$ cat config.mk
export PLATFORM = sky130hd
export DESIGN_NAME = booth_seq_mult
export DESIGN_NICKNAME = d
export VERILOG_FILES = /design/src/rtl/booth_pkg.sv /design/src/rtl/booth_step.sv /design/src/rtl/booth_seq_mult.sv
export SDC_FILE = /design/constraint.sdc
export NUM_CORES = 1
export LEC_CHECK = 0
export CORE_ASPECT_RATIO = 0.9
export CORE_MARGIN = 8
export CORE_UTILIZATION = 48
export CTS_CLUSTER_DIAMETER = 120
export DETAILED_ROUTE_END_ITERATION = 10
export PLACE_DENSITY_LB_ADDON = 0.15
export SYNTH_ARGS = -nofsm -noshare
export SYNTH_HDL_FRONTEND = slang
export SYNTH_SLANG_ARGS = --single-unit
$ cat constraint.sdc
create_clock -name clk -period 2.76 [get_ports clk]
set_input_delay 0.276 -clock clk [delete_from_list [all_inputs] [get_ports clk]]
set_output_delay 0.276 -clock clk [all_outputs]
set_load 0.02 [all_outputs]
$ cat src/rtl/booth_pkg.sv
// ============================================================================
//  booth_pkg : shared types and sizing helper for the sequential Booth multiplier
//  Revision  : 1.0
// ============================================================================
`default_nettype none

package booth_pkg;

   typedef enum logic [1:0] {
      IDLE = 2'd0,
      RUN  = 2'd1,
      DONE = 2'd2
   } state_t;

   // Counter must hold WIDTH+1 (the number of Booth steps per operation).
   function automatic int cnt_width(input int width);
      return $clog2(width + 2);
   endfunction

endpackage

`default_nettype wire

$ cat src/rtl/booth_step.sv
// ============================================================================
//  booth_step : one combinational radix-2 Booth step (add/sub, then ASR by 1)
//  Revision   : 1.0
// ============================================================================
`default_nettype none

module booth_step #(
   parameter int N = 9
) (
   input  logic [N-1:0] acc,
   input  logic [N-1:0] q,
   input  logic         q_m1,
   input  logic [N-1:0] m,
   output logic [N-1:0] acc_next,
   output logic [N-1:0] q_next,
   output logic         q_m1_next
);

   logic [N-1:0] sum;

   always_comb begin
      sum = acc;
      case ({q[0], q_m1})
         2'b01:   sum = acc + m;
         2'b10:   sum = acc - m;
         default: sum = acc;
      endcase
   end

   // Arithmetic shift of {A,Q,Q-1}: A's sign bit is replicated, Q[0] becomes Q-1.
   assign {acc_next, q_next, q_m1_next} = {sum[N-1], sum, q};

endmodule

`default_nettype wire

$ cat src/rtl/booth_seq_mult.sv
// ============================================================================
//  booth_seq_mult : sequential radix-2 Booth multiplier, one step per cycle,
//                   signed/unsigned operands, start/done handshake
//  Revision       : 1.0
// ============================================================================
`default_nettype none

module booth_seq_mult
   import booth_pkg::*;
#(
   parameter int WIDTH = 8
) (
   input  logic               clk,
   input  logic               rst,
   input  logic               start,
   input  logic               sgn,
   input  logic [WIDTH-1:0]   a,
   input  logic [WIDTH-1:0]   b,
   output logic               busy,
   output logic               done,
   output logic [2*WIDTH-1:0] p
);

   localparam int            W1       = WIDTH + 1;
   localparam int            CW       = cnt_width(WIDTH);
   localparam logic [CW-1:0] CNT_LOAD = CW'(W1);

   state_t             state;
   state_t             state_next;

   logic [W1-1:0]      acc;
   logic [W1-1:0]      q;
   logic               q_m1;
   logic [W1-1:0]      m;
   logic [CW-1:0]      cnt;
   logic [2*WIDTH-1:0] prod;

   logic [W1-1:0]      acc_step;
   logic [W1-1:0]      q_step;
   logic               q_m1_step;
   logic               accept;
   logic               last_step;

   assign accept    = start && ((state == IDLE) || (state == DONE));
   assign last_step = (state == RUN) && (cnt == CW'(1));

   booth_step #(
      .N         (W1)
   ) u_step (
      .acc       (acc),
      .q         (q),
      .q_m1      (q_m1),
      .m         (m),
      .acc_next  (acc_step),
      .q_next    (q_step),
      .q_m1_next (q_m1_step)
   );

   always_ff @(posedge clk) begin
      if (rst) begin
         state <= IDLE;
      end else begin
         state <= state_next;
      end
   end

   always_comb begin
      state_next = state;
      case (state)
         IDLE:    if (start) state_next = RUN;
         RUN:     if (last_step) state_next = DONE;
         DONE:    state_next = start ? RUN : IDLE;
         default: state_next = IDLE;
      endcase
   end

   always_ff @(posedge clk) begin
      if (rst) begin
         acc  <= '0;
         q    <= '0;
         q_m1 <= 1'b0;
         m    <= '0;
         cnt  <= '0;
         prod <= '0;
      end else if (accept) begin
         // The extra top bit lets unsigned operands ride through signed Booth math.
         acc  <= '0;
         q    <= {sgn & b[WIDTH-1], b};
         q_m1 <= 1'b0;
         m    <= {sgn & a[WIDTH-1], a};
         cnt  <= CNT_LOAD;
      end else if (state == RUN) begin
         acc  <= acc_step;
         q    <= q_step;
         q_m1 <= q_m1_step;
         cnt  <= cnt - CW'(1);
         if (last_step) begin
            prod <= {acc_step[WIDTH-2:0], q_step};
         end
      end
   end

   assign busy = (state == RUN);
   assign done = (state == DONE);
   assign p    = prod;

endmodule

`default_nettype wire
Word level (Yosys, flattened, before mapping)
Cells that the tools add are included.
{"block": "totals", "register_bits": 49, "n_memories": 0, "ram_bits": 0, "mem_bits_ro": 0, "output_inout_bits": 18, "input_bits": 20, "latch_bits": 0}
{"block": "classes", "n_mux": 9, "magnitude_cmp": 0, "shift": 0, "reduce_logical": 8, "div": 0, "add_sub_neg": 3, "n_eq_ne": 7, "multipliers": 0, "n_bitwise": 3}
{"operator": "two-way mux 9 bit", "count": 2}
{"operator": "case mux 9 bit (2 select lines)", "count": 1}
{"operator": "adder 9 bit", "count": 1}
{"operator": "subtractor 9 bit", "count": 1}
{"operator": "two-way mux 4 bit", "count": 2}
{"operator": "case mux 2 bit (3 select lines)", "count": 1}
{"operator": "equality test 2 x 1 -> 1 bit, second input constant", "count": 2}
{"operator": "equality test 2 bit, second input constant", "count": 2}
{"operator": "equality test 4 x 1 -> 1 bit, second input constant", "count": 1}
{"operator": "two-way mux 2 bit", "count": 2}
{"operator": "subtractor 4 x 1 -> 4 bit, second input constant", "count": 1}
{"operator": "AND reduction 3 bit", "count": 1}
{"operator": "bitwise AND 1 bit", "count": 2}
{"operator": "logical AND 1 bit", "count": 2}
{"operator": "logical NOT 2 bit", "count": 1}
{"operator": "inequality test 2 x 1 -> 1 bit, second input constant", "count": 1}
{"operator": "inequality test 2 bit, second input constant", "count": 1}
{"operator": "AND reduction 2 bit", "count": 1}
{"operator": "nonzero test 2 bit", "count": 1}
{"operator": "OR reduction 2 bit", "count": 1}
{"operator": "logical OR 1 bit", "count": 1}
{"operator": "two-way mux 1 bit", "count": 1}
{"operator": "NOT 1 bit", "count": 1}

Longest topological paths before layout
Gate-level depths: netlist of run 1.
{"block": "logic_depth", "word_depth": 5, "depth_mapped": 12, "depth_no_buf": 11}

By module
From an unflattened synthesis of run 1, not the netlist that was laid out.
{"block": "unflattened", "hier_cells": 351, "hier_area_um2": 2731.4}
{"mod": "booth_seq_mult", "cells_each": 248, "area_per_inst_um2": 1989.4, "n_inst": 1}
{"mod": "booth_step", "cells_each": 103, "area_per_inst_um2": 742.0, "n_inst": 1}

Worst setup path after synthesis of run 1
No wires, ideal clock.
{"block": "synth_path", "path_type": "flip-flop to flip-flop", "startpoint": "reg m[2]", "endpoint": "reg, netlist name acc[7]", "stages_incl_launch_ff": 11, "setup_time_ps": 71, "setup_slack_ps": 377, "arrival_ps": 2312, "period_less_slack_ps": 2383, "cell_sequence": "dfxtp_1 nor4_2 a21oi_1 xnor2_1 ha_1 nand4_1 a21oi_1 and3b_1 xnor2_1 or4_1 a21oi_1"}
{"block": "synth_via", "elab_chain_len": 2}
{"item": "from (decl)", "line_no": "booth_seq_mult.sv:34", "source": "logic [W1-1:0] m;"}
{"item": "from (signal assigned)", "line_no": "booth_seq_mult.sv:90", "source": "m <= {sgn & a[WIDTH-1], a};"}
{"item": "subtractor 9 bit / adder 9 bit (equally long branches)", "line_no": "booth_step.sv:25, booth_step.sv:24"}
{"item": "case mux 9 bit (2 select lines) (*)", "line_no": "booth_step.sv:23", "source": "case ({q[0], q_m1})"}
Mark *: on every way between the ends. The rest lies on a longest branch, timed or not.
A chain may end at the register's enable or synchronous reset.

Worst setup path after layout of run 1
{"block": "layout_path", "startpoint": "reg m[5]", "endpoint": "reg, netlist name acc[7]"}
{"block": "layout_via", "elab_chain_len": 2}
{"item": "subtractor 9 bit / adder 9 bit (equally long branches)", "line_no": "booth_step.sv:25, booth_step.sv:24"}
{"item": "case mux 9 bit (2 select lines) (*)", "line_no": "booth_step.sv:23"}
Marked as above.

==> metrics.md, run 1 <==
| Metric | Value |
|---|---|
| R2R Setup Slk | `0.17 ns` |
| Switch share | `29.2%` |
| CTS root buf | `clkbuf_8` |
| Post-DRT Antenna Nets | `0` |
| Clock share of power | `30.3%` |
| Critical Path AT | `2.82 ns` |
| Sequential share of power | `44.5%` |
| Status | `completed` |
| Share of cells above drive strength 1 | `6.23%` |
| Vias per cell | `5.26` |
| Tot Pwr | `1.75 mW` |
| Switch Pwr | `510 uW` |
| Nets | `369` |
| Slew Limit Fails | `0` |
| Post-synthesis sequential area ratio | `41.2%` |
| RSZ-0062 raised after global routing | `false` |
| CTS max path bufs | `2` |
| Logic gate share of total power | `25.3%` |
| All-Layer GR Usage | `15.6%` |
| Post-synthesis adder-cell area fraction | `7.14%` |
| Setup violators final | `0` |
| Setup CP Type | `flip-flop to flip-flop` |
| CP endpoint kind | `flip-flop` |
| Most used cell along the critical path | `a21oi_1` |
| Chip height | `82.8 um` |
| R2r endpoint | `acc[7]` |
| Worst-Margin Slew | `0.424 ns` |
| Initial Utilization | `49.6%` |
| Core area | `4800 um^2` |
| Placer Congestion | `0.857` |
| Post-DP HPWL | `4.24 mm` |
| CTS tree | `done` |
| CP max FO | `6` |
| Input/output buffers | `37` |
| Drt first pass iters | `4` |
| Final wirelength | `5.64 mm` |
| HP Class | `flip-flop to flip-flop` |
| Vias | `2115` |
| Global-route wire length before repair | `9.89 mm` |
| Drt wl/cell | `14.0 um` |
| CTS clk-pin slew, worst paths | `0.09 ns` |
| I/O pin cnt | `38` |
| Syn nets | `334` |
| PD cells | `589 nW/um^2` |
| Initial antenna violation count | `0` |
| Clk_lat worst skew | `0.30 ns` |
| Clk_skew | `0.0117 ns` |
| Post-Syn Area | `2380 um^2` |
| RR Startpoint | `m[5]` |
| TritonCTS Buffers | `5` |
| Startpoint Class | `flip-flop` |
| Pint | `1.24 mW` |
| Leak | `1.06 nW` |
| Synthesized flop and latch total | `49` |
| Row Count | `24` |
| Antenna diode count | `0` |
| Largest net degree at the start of global routing | `41` |
| Tcrit/Tclk final | `93.9%` |
| CTS Sinks | `49` |
| Post-synthesis compound-gate area fraction | `20.6%` |
| CP cell instances | `nor4_4, a21oi_1, xnor2_1, ha_2, nand4_1, a21oi_1, and3b_1, xnor2_1, or4_1, a21oi_1` |
| Largest family of logic cells by synthesized area | `compound AO/OA/AOI/OAI gates` |
| Peak supply drop | `0.000366 V` |
| Layout area overhead | `24.5%` |
| Warnings from Yosys | `0` |
| Crit path from | `m[5]` |
| CTS hold repair buffers | `0` |
| CP max stage delay | `0.40 ns` |
| Vias in the first global route | `2056` |
| Max_slew headroom | `71.4%` |
| Max cap viols | `0` |
| Number of DRC markers in iteration 0 | `102` |
| End of the critical path | `acc[7]` |
| Post-synthesis simple-gate area fraction | `20.5%` |
| Multiplexer area fraction after synthesis | `1.68%` |
| Chip width | `90.3 um` |
| Residual DRC | `0` |
| Distinct cells, synth | `34` |
| CP required | `2.99 ns` |
| Cells after synthesis | `301` |
| Grt ovf | `0` |
| Final hold violation count | `0` |
| Setup_tns | `0 ns` |
| Max frequency | `386 MHz` |
| Die footprint | `7480 um^2` |
| H-tree Lvls | `2` |
| FF-to-FF path depth | `10` |
| Critical-path top delay cell | `or4_1` |
| Avg Cell Area, Syn | `7.91 um^2` |
| Xor and xnor area share after synthesis | `4.78%` |
| Final worst path period need | `2.59 ns` |
| Hold path start | `p[2]` |
area by class of cell:
cell class / count / area (um^2)
multi-input combinational: 226 / 1320
inverter: 10 / 37.5
clock inverter: 1 / 30.0
sequential: 49 / 983
clock buffer: 7 / 86.3
fill: 445 / 1840
timing repair buffer: 44 / 423
tap: 65 / 81.3
layout by cell type, fill, tap and decap left out, types with 4 or more instances in the layout:
| cell type | count |
|---|---|
| nand2_1 | 62 |
| dfxtp_1 | 47 |
| a21oi_1 | 45 |
| clkdlybuf4s50_1 | 37 |
| nor2_1 | 26 |
| xnor2_1 | 11 |
| inv_1 | 9 |
| ha_1 | 9 |
| nor3_1 | 8 |
| a22oi_1 | 8 |
| buf_4 | 7 |
| a211oi_1 | 6 |
| clkbuf_8 | 6 |
| o21ai_0 | 5 |
| nand3_1 | 5 |
| nand2b_1 | 4 |
| a31oi_1 | 4 |
| mux2i_1 | 4 |
cell families after synthesis:
| logic type | after synthesis |
|---|---|
| compound gates | 82 |
| xor+xnor | 13 |
| fa+ha+maj | 13 |
| buf+inv | 26 |
| flops | 49 |
| mux | 4 |
| simple gates | 114 |
per-layer routing:
layer,part of all wire (%),up-vias,global-route usage [%]
met4,0.48,0,5.44
met3,3.7,2,3.69
met5,0,-,0
met2,45,36,23.9
met1,50,971,21.0
li1,-,1106,-
Yosys cell counts:
library cell	number	area [um^2]
a2111o_1	1	11.3
nand2_1	62	233
mux2i_1	4	40.0
nand3_1	5	25.0
nor4_1	1	6.26
nand2b_1	4	25.0
xor2_1	2	17.5
ha_1	12	150
o31a_1	3	26.3
a211oi_1	6	45.0
nor4_2	1	12.5
or4_1	1	7.51
nand4_1	1	6.26
buf_1	2	7.51
nor2b_1	3	18.8
dfxtp_1	49	981
inv_1	9	33.8
o311ai_0	1	8.76
o21a_1	2	15.0
o21ai_0	5	25.0
nor3_1	8	40.0
a31oi_1	4	25.0
fa_1	1	20.0
nand3b_1	1	7.51
clkbuf_1	14	52.6
o211ai_1	2	15.0
and3b_1	1	8.76
a22oi_1	8	60.1
a21o_1	1	7.51
a21oi_1	46	230
clkinv_1	1	3.75
xnor2_1	11	96.3
nor2_1	26	97.6
o31ai_1	3	22.5
repair_timing:
action | CTS | global route
endpoints found under the hold margin | 0 | 0
gates resized for setup | 0 | 7
setup buffers | 0 | 0
endpoints found under the setup margin | 0 | 3
state kept, by name (all words and copies together) (netlist names):
signal and flops:
q 9, p 16, m 9, acc 8, q_m1 1, cnt 4
state 2
metrics by stage:
stage          utilization (%)  std cells  area [um^2]  hold WS (ns)  setup slack [ns]
2_1_floorplan                -        301         2380         0.412             0.377
3_3_place_gp              58.8        394         2830         0.444             0.235
3_5_place_dp              58.8        394         2830         0.450             0.150
4_1_cts                   61.3        402         2940         0.463             0.119
5_1_grt                   61.7        402         2970         0.484            0.0189
6_report                  61.7        402         2970         0.457             0.169
critical path: cells and delay by family (launching register included):
| family | cells | cell delay [ns] |
|---|---|---|
| and+or+nand+nor | 4 | 1.04 |
| DFF | 1 | 0.38 |
| xor gates and xnor gates | 2 | 0.29 |
| AOI/OAI and AO/OA | 3 | 0.41 |
| adders and majority gates | 1 | 0.39 |
how the worst min path moves through the flow:
stage,endpoint,slack (ns),cells past startpoint
4_1_cts,p[10],0.46,2
5_1_grt,p[10],0.48,2
3_5_place_dp,p[1],0.45,2
3_3_place_gp,p[2],0.44,2
6_report,p[2],0.46,2
2_1_floorplan,m[7],0.41,2
power by group through the flow:
stage	Sequential [mW]	Combinational (mW)	Clock, mW
6_report	0.777	0.442	0.529
5_1_grt	0.783	0.496	0.573
4_1_cts	0.775	0.436	0.541
3_5_place_dp	0.792	0.434	0
3_3_place_gp	0.791	0.435	0
2_1_floorplan	0.789	0.309	0
Note: power is estimated with default switching activity, not from simulation.
==> run 2, diff against run 1 <==
--- a/config.mk
+++ b/config.mk
@@ -11,6 +11,7 @@
 export CTS_CLUSTER_DIAMETER = 120
 export DETAILED_ROUTE_END_ITERATION = 10
 export PLACE_DENSITY_LB_ADDON = 0.15
+export SETUP_SLACK_MARGIN = 0.1
 export SYNTH_ARGS = -nofsm -noshare
 export SYNTH_HDL_FRONTEND = slang
 export SYNTH_SLANG_ARGS = --single-unit
==> run 2 against run 1 <==
- clock power barely moved
- wire length rose by 1.2%
- clock skew fell by 0.0014 ns
==> metrics.md, run 2 (same netlist as run 1, synthesis figures left out) <==
| Metric | Value |
|---|---|
| Max frequency | `398 MHz` |
| Share of cells above drive strength 1 | `7.37%` |
| Global-route wire length before repair | `9.89 mm` |
| Fin area | `2990 um^2` |
| CP required | `2.99 ns` |
| Input/output buffers | `37` |
| I/O pin cnt | `38` |
| Worst-Margin Slew | `0.415 ns` |
| All-Layer GR Usage | `15.6%` |
| Vias per cell | `5.29` |
| Slew Limit Fails | `0` |
| Critical-path top delay cell | `or4_1` |
| Max reg flops | `16` |
| Peak supply drop | `0.000377 V` |
| Post-place setup slack | `0.150 ns` |
| Final wirelength | `5.70 mm` |
| Residual DRC | `0` |
| Setup ws final | `0.248 ns` |
| CP max stage delay | `0.40 ns` |
| H-tree Lvls | `2` |
| Startpoint Class | `flip-flop` |
| Final worst path period need | `2.51 ns` |
| CTS max path bufs | `2` |
| HP Class | `flip-flop to flip-flop` |
| CP endpoint kind | `flip-flop` |
| Placer Congestion | `0.857` |
| CTS clk-pin slew, worst paths | `0.09 ns` |
| Critical Path AT | `2.74 ns` |
| Final hold violation count | `0` |
| Core area | `4800 um^2` |
| Tcrit/Tclk final | `91.0%` |
| CTS Sinks | `49` |
| TritonCTS Buffers | `5` |
| RSZ-0062 raised after global routing | `true` |
| Setup_tns | `0 ns` |
| Post-DRT Antenna Nets | `0` |
| PD cells | `590 nW/um^2` |
| Most frequent cells in the layout | `nand2_1, a21oi_1, dfxtp_1` |
| CTS tree | `done` |
| Row Count | `24` |
| Post-DP HPWL | `4.24 mm` |
| Number of DRC markers in iteration 0 | `110` |
| Initial antenna violation count | `0` |
| Max cap viols | `0` |
| Clk_lat worst skew | `0.30 ns` |
| Largest net degree at the start of global routing | `41` |
| Max_slew headroom | `72.0%` |
| Leak | `1.07 nW` |
| Chip height | `82.8 um` |
| CP cell instances | `inv_1, ha_1, a21oi_1, xnor2_1, ha_1, nand4_1, a21oi_1, and3b_1, xnor2_1, or4_1, a21oi_1` |
| Post-DP Area | `2830 um^2` |
| Setup violators final | `0` |
| CP max FO | `5` |
| Initial Utilization | `49.6%` |
| Grt ovf | `0` |
| Layout area overhead | `25.3%` |
| Tot Pwr | `1.76 mW` |
| Vias in the first global route | `2056` |
| Final Non-Filler Cells | `404` |
| Inst Count DP | `394` |
| Die footprint | `7480 um^2` |
| Antenna diode count | `0` |
| Status | `completed` |
| CTS root buf | `clkbuf_8` |
| Nets | `371` |
| Commonest non-fill, non-tap cell in the layout | `nand2_1` |
| Drt wl/cell | `14.1 um` |
| Chip width | `90.3 um` |
| Clk_skew | `0.0104 ns` |
| Drt first pass iters | `4` |
| Setup CP Type | `flip-flop to flip-flop` |
| Most used cell along the critical path | `a21oi_1` |
| Vias | `2138` |
[run 2: metrics by stage]
stage	hold WS (ns)	utilization (%)
global placement	0.444	58.8
detailed placement	0.450	58.8
CTS	0.463	61.3
floorplan	0.412	-
finish	0.456	62.1
global route	0.484	62.1
[run 2: worst paths after layout]
kind / start / to / slack (ns) / cells past startpoint
min: p[2] / p[2] / 0.46 / 2
max reg2reg: m[0] / acc[7] / 0.25 / 11
max: m[0] / acc[7] / 0.25 / 11
min reg2reg: p[2] / p[2] / 0.46 / 2
[run 2: where the power goes]
| group | leakage, nW | switching [mW] | internal [mW] |
|---|---|---|---|
| logic | 0.614 | 0.246 | 0.207 |
| clock network | 0.0585 | 0.234 | 0.296 |
| registers | 0.401 | 0.0340 | 0.743 |
| total | 1.07 | 0.514 | 1.25 |
[run 2: worst max-delay path: cells and delay by family (launching register included)]
family / cells / cell delay (ns)
AND/OR/NAND/NOR: 3 / 0.71
XOR/XNOR: 2 / 0.23
AO/OA/AOI/OAI: 3 / 0.46
adder cells (fa/ha/maj): 2 / 0.60
flip-flops: 1 / 0.37
buffers and inverters: 1 / 0.06
[run 2: per-layer routing]
metal / GRT usage [%] / share of wire [%] / up-vias
met5: 0 / 0 / -
met4: 5.44 / 0.47 / 0
met3: 3.69 / 4.9 / 2
met2: 23.9 / 46 / 55
met1: 21.0 / 49 / 967
li1: - / - / 1114
[run 2: cell type report]
type	instances	area, um^2
Clock buffer	7	86.3
Clock inverter	1	30.0
Fill cell	444	1820
Inverter	10	37.5
Multi-Input combinational cell	226	1320
Sequential cell	49	988
Tap cell	65	81.3
Timing Repair Buffer	46	438
[run 2: what timing repair did]
| item | in CTS | in global routing |
|---|---|---|
| gates resized for setup | 0 | 10 |
| setup endpoints to repair | 0 | 6 |
| buffers inserted | 0 | 2 |
| hold buffers | 0 | 0 |
